<file path="src/rtl/seq_shift_add_multiplier_ctrl.sv">
// Sequential shift-add multiplier: a single WIDTH-bit adder is reused over WIDTH cycles.
// The partial product shifts right through acc while the multiplier bits drain out of its low half.
module seq_shift_add_multiplier_ctrl #(
  parameter int WIDTH = 8
) (
  input  logic               clk,
  input  logic               rst_n,
  input  logic               start,
  input  logic [WIDTH-1:0]   a,
  input  logic [WIDTH-1:0]   b,
  output logic               busy,
  output logic               done,
  output logic [2*WIDTH-1:0] out
);
  localparam int CW = $clog2(WIDTH) + 1;
  localparam logic [1:0] S_IDLE = 2'd0;
  localparam logic [1:0] S_RUN  = 2'd1;
  localparam logic [1:0] S_DONE = 2'd2;
  localparam logic [CW-1:0] LAST = CW'(WIDTH - 1);

  logic [1:0]         state;
  logic [WIDTH-1:0]   mcand;
  logic [2*WIDTH-1:0] acc;
  logic [CW-1:0]      cnt;
  logic [WIDTH:0]     sum;
  logic [2*WIDTH-1:0] acc_nxt;

  // Carry-out lands in the accumulator MSB, so (2^W-1)^2 never overflows.
  always_comb begin
    sum     = {1'b0, acc[2*WIDTH-1:WIDTH]} + (acc[0] ? {1'b0, mcand} : '0);
    acc_nxt = {sum, acc[WIDTH-1:1]};
  end

  always_ff @(posedge clk or negedge rst_n) begin
    if (!rst_n) begin
      state <= S_IDLE;
      mcand <= '0;
      acc   <= '0;
      cnt   <= '0;
      out   <= '0;
    end else begin
      case (state)
        S_IDLE: if (start) begin
          mcand <= a;
          acc   <= {{WIDTH{1'b0}}, b};
          cnt   <= '0;
          state <= S_RUN;
        end
        S_RUN: begin
          acc <= acc_nxt;
          cnt <= cnt + 1'b1;
          if (cnt == LAST) begin
            out   <= acc_nxt;
            state <= S_DONE;
          end
        end
        S_DONE:  state <= S_IDLE;
        default: state <= S_IDLE;
      endcase
    end
  end

  assign busy = (state != S_IDLE);
  assign done = (state == S_DONE);

endmodule

</file>
<file path="config.mk">
export PLATFORM = sky130hd
export DESIGN_NAME = seq_shift_add_multiplier_ctrl
export DESIGN_NICKNAME = d
export VERILOG_FILES = /design/src/rtl/seq_shift_add_multiplier_ctrl.sv
export SDC_FILE = /design/constraint.sdc
export NUM_CORES = 1
export LEC_CHECK = 0
export CAP_MARGIN = 10
export CORE_ASPECT_RATIO = 0.9
export CORE_UTILIZATION = 52
export CTS_CLUSTER_SIZE = 40
export DETAILED_ROUTE_END_ITERATION = 10
export HOLD_SLACK_MARGIN = 0.08
export PLACE_DENSITY = 0.78
export SETUP_SLACK_MARGIN = 0.2
export SYNTH_ARGS = -nofsm -noshare
export SYNTH_HDL_FRONTEND = slang
export SYNTH_SLANG_ARGS = --single-unit
export TNS_END_PERCENT = 30
</file>
<file path="constraint.sdc">
create_clock -name clk -period 2.8 [get_ports clk]
set_input_delay 0.42 -clock clk [delete_from_list [all_inputs] [get_ports clk]]
set_output_delay 0.42 -clock clk [all_outputs]
set_load 0.02 [all_outputs]
</file>
==> tab_implementation.tex <==
\begin{tabular}{lr}
\hline
Metric & Value \\
\hline
\multicolumn{2}{l}{\textbf{Clock tree}} \\
\quad Number of post-CTS setup repair buffers & 0 \\
\quad Longest Clk Path Bufs & 2 \\
\quad Total clock buffers created by CTS & 5 \\
\quad Count of H-tree levels built during CTS & 2 \\
\quad CTS tree & done \\
\quad Post-CTS clock slew at the launch and capture registers of the worst setup and hold paths & approximately 0.090 ns \\
\quad Clock sink count & 46 \\
\quad Clock tree root driver cell & sky130\_fd\_sc\_hd\_\_clkbuf\_8 \\
\quad Hold-fix buffer count after cts & 0 \\
\quad Resized cells post-CTS & 0 \\
\quad Latest clock arrival within the worst-skew pair & 0.31 ns \\
\multicolumn{2}{l}{\textbf{Timing}} \\
\quad Rel. slew slack & 35.2\% \\
\quad Maximum operating frequency & 447 MHz \\
\quad Period utilization & 79.9\% \\
\quad Minimum period implied by the final worst setup slack & 2.24 ns \\
\quad \# setup viols final & 0 \\
\quad Max-slew violation count & 0 \\
\quad Actual slew at the worst max-slew pin & 0.972 ns \\
\quad Clk\_skew & 0.00945 ns \\
\quad Final hold viol count & 0 \\
\quad Unrepaired setup endpoints after global routing & false \\
\quad TNS Setup & 0 ns \\
\multicolumn{2}{l}{\textbf{Floorplanning}} \\
\quad Top Ports & 37 \\
\quad Starting utilization of the core area & 54.2\% \\
\quad Die area & $\sim$0.0045 mm2 \\
\quad Die width & 70.7 um \\
\quad Placeable Area & 0.00407 mm2 \\
\quad Number of rows in the core area & 22 \\
\quad Die height & 63.8 um \\
\multicolumn{2}{l}{\textbf{Pwr}} \\
\quad Peak VDD IR & 0.557 mV \\
\quad Power Dens Cells & between 1000 and 1500 mW/mm2 \\
\quad Leak & 1.29 nW \\
\multicolumn{2}{l}{\textbf{Setup path}} \\
\quad Cell seen most often among critical-path stages & sky130\_fd\_sc\_hd\_\_and2\_1 \\
\quad Arrival time at the worst endpoint & 2.45 ns \\
\quad Buffer and inverter count on the worst path & 0 \\
\quad R2r startpoint & acc[0]\$\_DFFE\_PN0P\_ \\
\quad Maximum fanout encountered on the critical timing path & 9 \\
\quad Reg2reg setup slack & around 0.56 ns \\
\quad R2r worst-path depth & 7 \\
\quad Top cell family by delay on the critical path & compound AO/OA/AOI/OAI gates \\
\quad Crit path max-delay cell type & sky130\_fd\_sc\_hd\_\_dfrtp\_1 \\
\quad Required @ worst endpoint & 3.02 ns \\
\quad Critical Setup Path Class & register to register \\
\quad Terminus of the critical flop-to-flop path & acc[13]\$\_DFFE\_PN0P\_ \\
\quad Endpoint type of the worst setup path & register \\
\quad Critical Path, Cell by Cell & and2\_1 > ha\_1 > fa\_1 > a211oi\_1 > o21ai\_0 > and2\_1 > o31ai\_1 \\
\quad Slowest stage delay, CP & 0.46 ns \\
\quad Startpoint type of the worst setup path & register \\
\multicolumn{2}{l}{\textbf{Yosys}} \\
\quad Total number of yosys warnings & 0 \\
\quad Multiplexer fraction of the synthesized cell area & 0.453\% \\
\quad Largest cells by area after synthesis & sky130\_fd\_sc\_hd\_\_dfrtp\_1 52\%, sky130\_fd\_sc\_hd\_\_nand2\_1 12\%, sky130\_fd\_sc\_hd\_\_ha\_1 5.1\%, sky130\_fd\_sc\_hd\_\_o21ai\_0 3.4\%, sky130\_fd\_sc\_hd\_\_nor2\_1 3.1\% \\
\quad Sequential element share of the synthesized area & 52.1\% \\
\quad Biggest area consumer among synthesized cells & sky130\_fd\_sc\_hd\_\_dfrtp\_1 \\
\quad Dominant combinational cell family by area after synthesis & simple AND/OR/NAND/NOR gates \\
\quad Dominant register cell in the synthesized netlist & sky130\_fd\_sc\_hd\_\_dfrtp\_1 \\
\quad Xor/xnor cell area share of the yosys netlist & 1.19\% \\
\quad Number of synthesized flops with an enable pin & 0 \\
\quad Avg Cell Area, Syn & 9.17 um2 \\
\quad Fraction of registers with async set or reset after synthesis & 100\% \\
\quad Seq cells post-synth & 46 \\
\quad Share of Yosys cell area claimed by the top area cell type & 52.1\% \\
\quad Synth Cell Area & 0.00221 mm2 \\
\quad Count of different cell masters after synthesis & 36 \\
\quad Compound-Gate Fraction of Synth Area & 12.7\% \\
\quad Share of synthesized cell area in and, or, nand and nor gates & 25.4\% \\
\quad Post-Syn Instances & 241 \\
\quad Fraction of the mapped netlist area in adder cells & 6.00\% \\
\quad Syn nets & 270 \\
\quad Most frequent cells after synthesis & 73 x sky130\_fd\_sc\_hd\_\_nand2\_1, 46 x sky130\_fd\_sc\_hd\_\_dfrtp\_1, 18 x sky130\_fd\_sc\_hd\_\_nor2\_1 \\
\quad Top-count cell post-synth & sky130\_fd\_sc\_hd\_\_nand2\_1 \\
\multicolumn{2}{l}{\textbf{Layout}} \\
\quad Number of fill cells & 355 \\
\quad Diodes inserted & 0 \\
\quad Proportion of layout cells with a drive suffix above 1 & between 6 and 7\% \\
\quad Net count of the finished layout & 306 \\
\quad Synth-to-layout area growth & 23.3\% \\
\quad Final design utilization & 66.9\% \\
\multicolumn{2}{l}{\textbf{Global route}} \\
\quad Global router's overall resource usage & 22.5\% \\
\quad Via count of the first global-routing pass & 1734 \\
\quad Global-route wire length before repair & 7.82 mm \\
\quad Maximum number of pins on one net before global-route repair & 47 \\
\quad Overflow after GRT & 0 \\
\quad Antenna violations before repair & 0 \\
\multicolumn{2}{l}{\textbf{Route}} \\
\quad First-pass iteration count of the detailed router & 7 \\
\quad DRC viols & 7 \\
\quad Vias after detailed routing & 1756 \\
\quad Initial DRC Count & 165 \\
\quad Number of nets still failing antenna checks after routing & 0 \\
\quad Detailed-routed wire length on met2 & 1.98 mm \\
\quad Detailed Route WL & 4.35 mm \\
\quad Top routing layer used & met4 \\
\quad Via density per instance & roughly 5.4 \\
\quad Avg WL per Cell & 13.3 um \\
\quad Routed length on met1 & 2.12 mm \\
\quad Wire length on met3 & roughly 170 um \\
\multicolumn{2}{l}{\textbf{Outcome}} \\
\quad Run status & finished with violations \\
\quad Failing checks & design-rule violations \\
\multicolumn{2}{l}{\textbf{Placed design}} \\
\quad Quantity of I/O buffers inserted on ports & 36 \\
\quad Weighted congestion reported at the end of routability-driven placement & 0.853 \\
\quad HPWL after detailed placement & 3.07 mm \\
\multicolumn{2}{l}{\textbf{Flow run}} \\
\quad Max capacitance violation total & 0 \\
\multicolumn{2}{l}{\textbf{Worst hold path}} \\
\quad Class of the most critical hold timing path & input port to async pin \\
\hline
\end{tabular}
## per-layer routing
metal	vias to the layer above	track usage, %
li1	886	-
met1	827	30.4
met2	36	35.0
met3	7	4.73
met4	0	10.3
met5	-	0
## power breakdown
group          leakage (nW)  switching (mW)  internal (mW)
logic                 0.667           0.910          0.702
clock network        0.0585           0.227          0.267
registers             0.565           0.204          0.983
total                  1.29            1.34           1.95
## cells by family after synthesis
kind of cell,count (synthesis)
simple gates,125
compound gates,44
xor+xnor,3
buf+inv,12
mux,1
flops,46
fa+ha+maj,10
## cell type report
class,instances,area (um2),area share (%)
multi-input combinational,183,1010,37.1
tap,48,60.1,2.20
sequential,46,1150,42.3
clock buffer,5,68.8,2.53
timing repair buffer,40,385,14.1
inverter,1,3.75,0.138
clock inverter,3,43.8,1.61
## placed cells by master, fill, tap and decap left out, drive strengths merged, types with 2 or more instances in the layout
cell type      instances
nand2                 73
dfrtp                 46
clkdlybuf4s50         35
nor2                  18
o21ai                 15
nand3                 11
and2                   9
ha                     9
o22ai                  6
a21oi                  5
clkbuf                 5
buf                    5
or4                    4
o211ai                 4
a211oi                 3
o21a                   3
nor2b                  2
a21o                   2
xor2                   2
o31ai                  2
a22oi                  2
or2                    2
inv                    2
## per-stage QoR
| step | hold slack [ns] | instance area, um2 | power [mW] | setup WS, ns | instances |
|---|---|---|---|---|---|
| CTS | 0.298 | 2720 | 3.33 | 0.559 | 326 |
| detailed placement | 0.462 | 2610 | 2.81 | 0.552 | 318 |
| global route | 0.361 | 2720 | 3.58 | 0.360 | 326 |
| floorplan | 0.124 | 2210 | 2.26 | 0.757 | 241 |
| global placement | 0.452 | 2610 | 2.77 | 0.612 | 318 |
| finish | 0.263 | 2720 | 3.29 | 0.563 | 326 |
## registers in the layout, summed over array words and instances (netlist names)
signal  count
acc        16
out        16
mcand       8
cnt         4
state       2
## worst max path at each step
stage                                to  cells past startpoint                from  slack, ns
floorplan           acc[13]$_DFFE_PN0P_                      7  acc[0]$_DFFE_PN0P_       0.76
global placement    acc[13]$_DFFE_PN0P_                      7  acc[0]$_DFFE_PN0P_       0.61
detailed placement  acc[15]$_DFFE_PN0P_                      5               start       0.55
CTS                 acc[15]$_DFFE_PN0P_                      7  acc[0]$_DFFE_PN0P_       0.56
global route        out[13]$_DFFE_PN0P_                      7  acc[0]$_DFFE_PN0P_       0.36
finish              acc[13]$_DFFE_PN0P_                      7  acc[0]$_DFFE_PN0P_       0.56
Note: power is estimated with default switching activity, not from simulation.
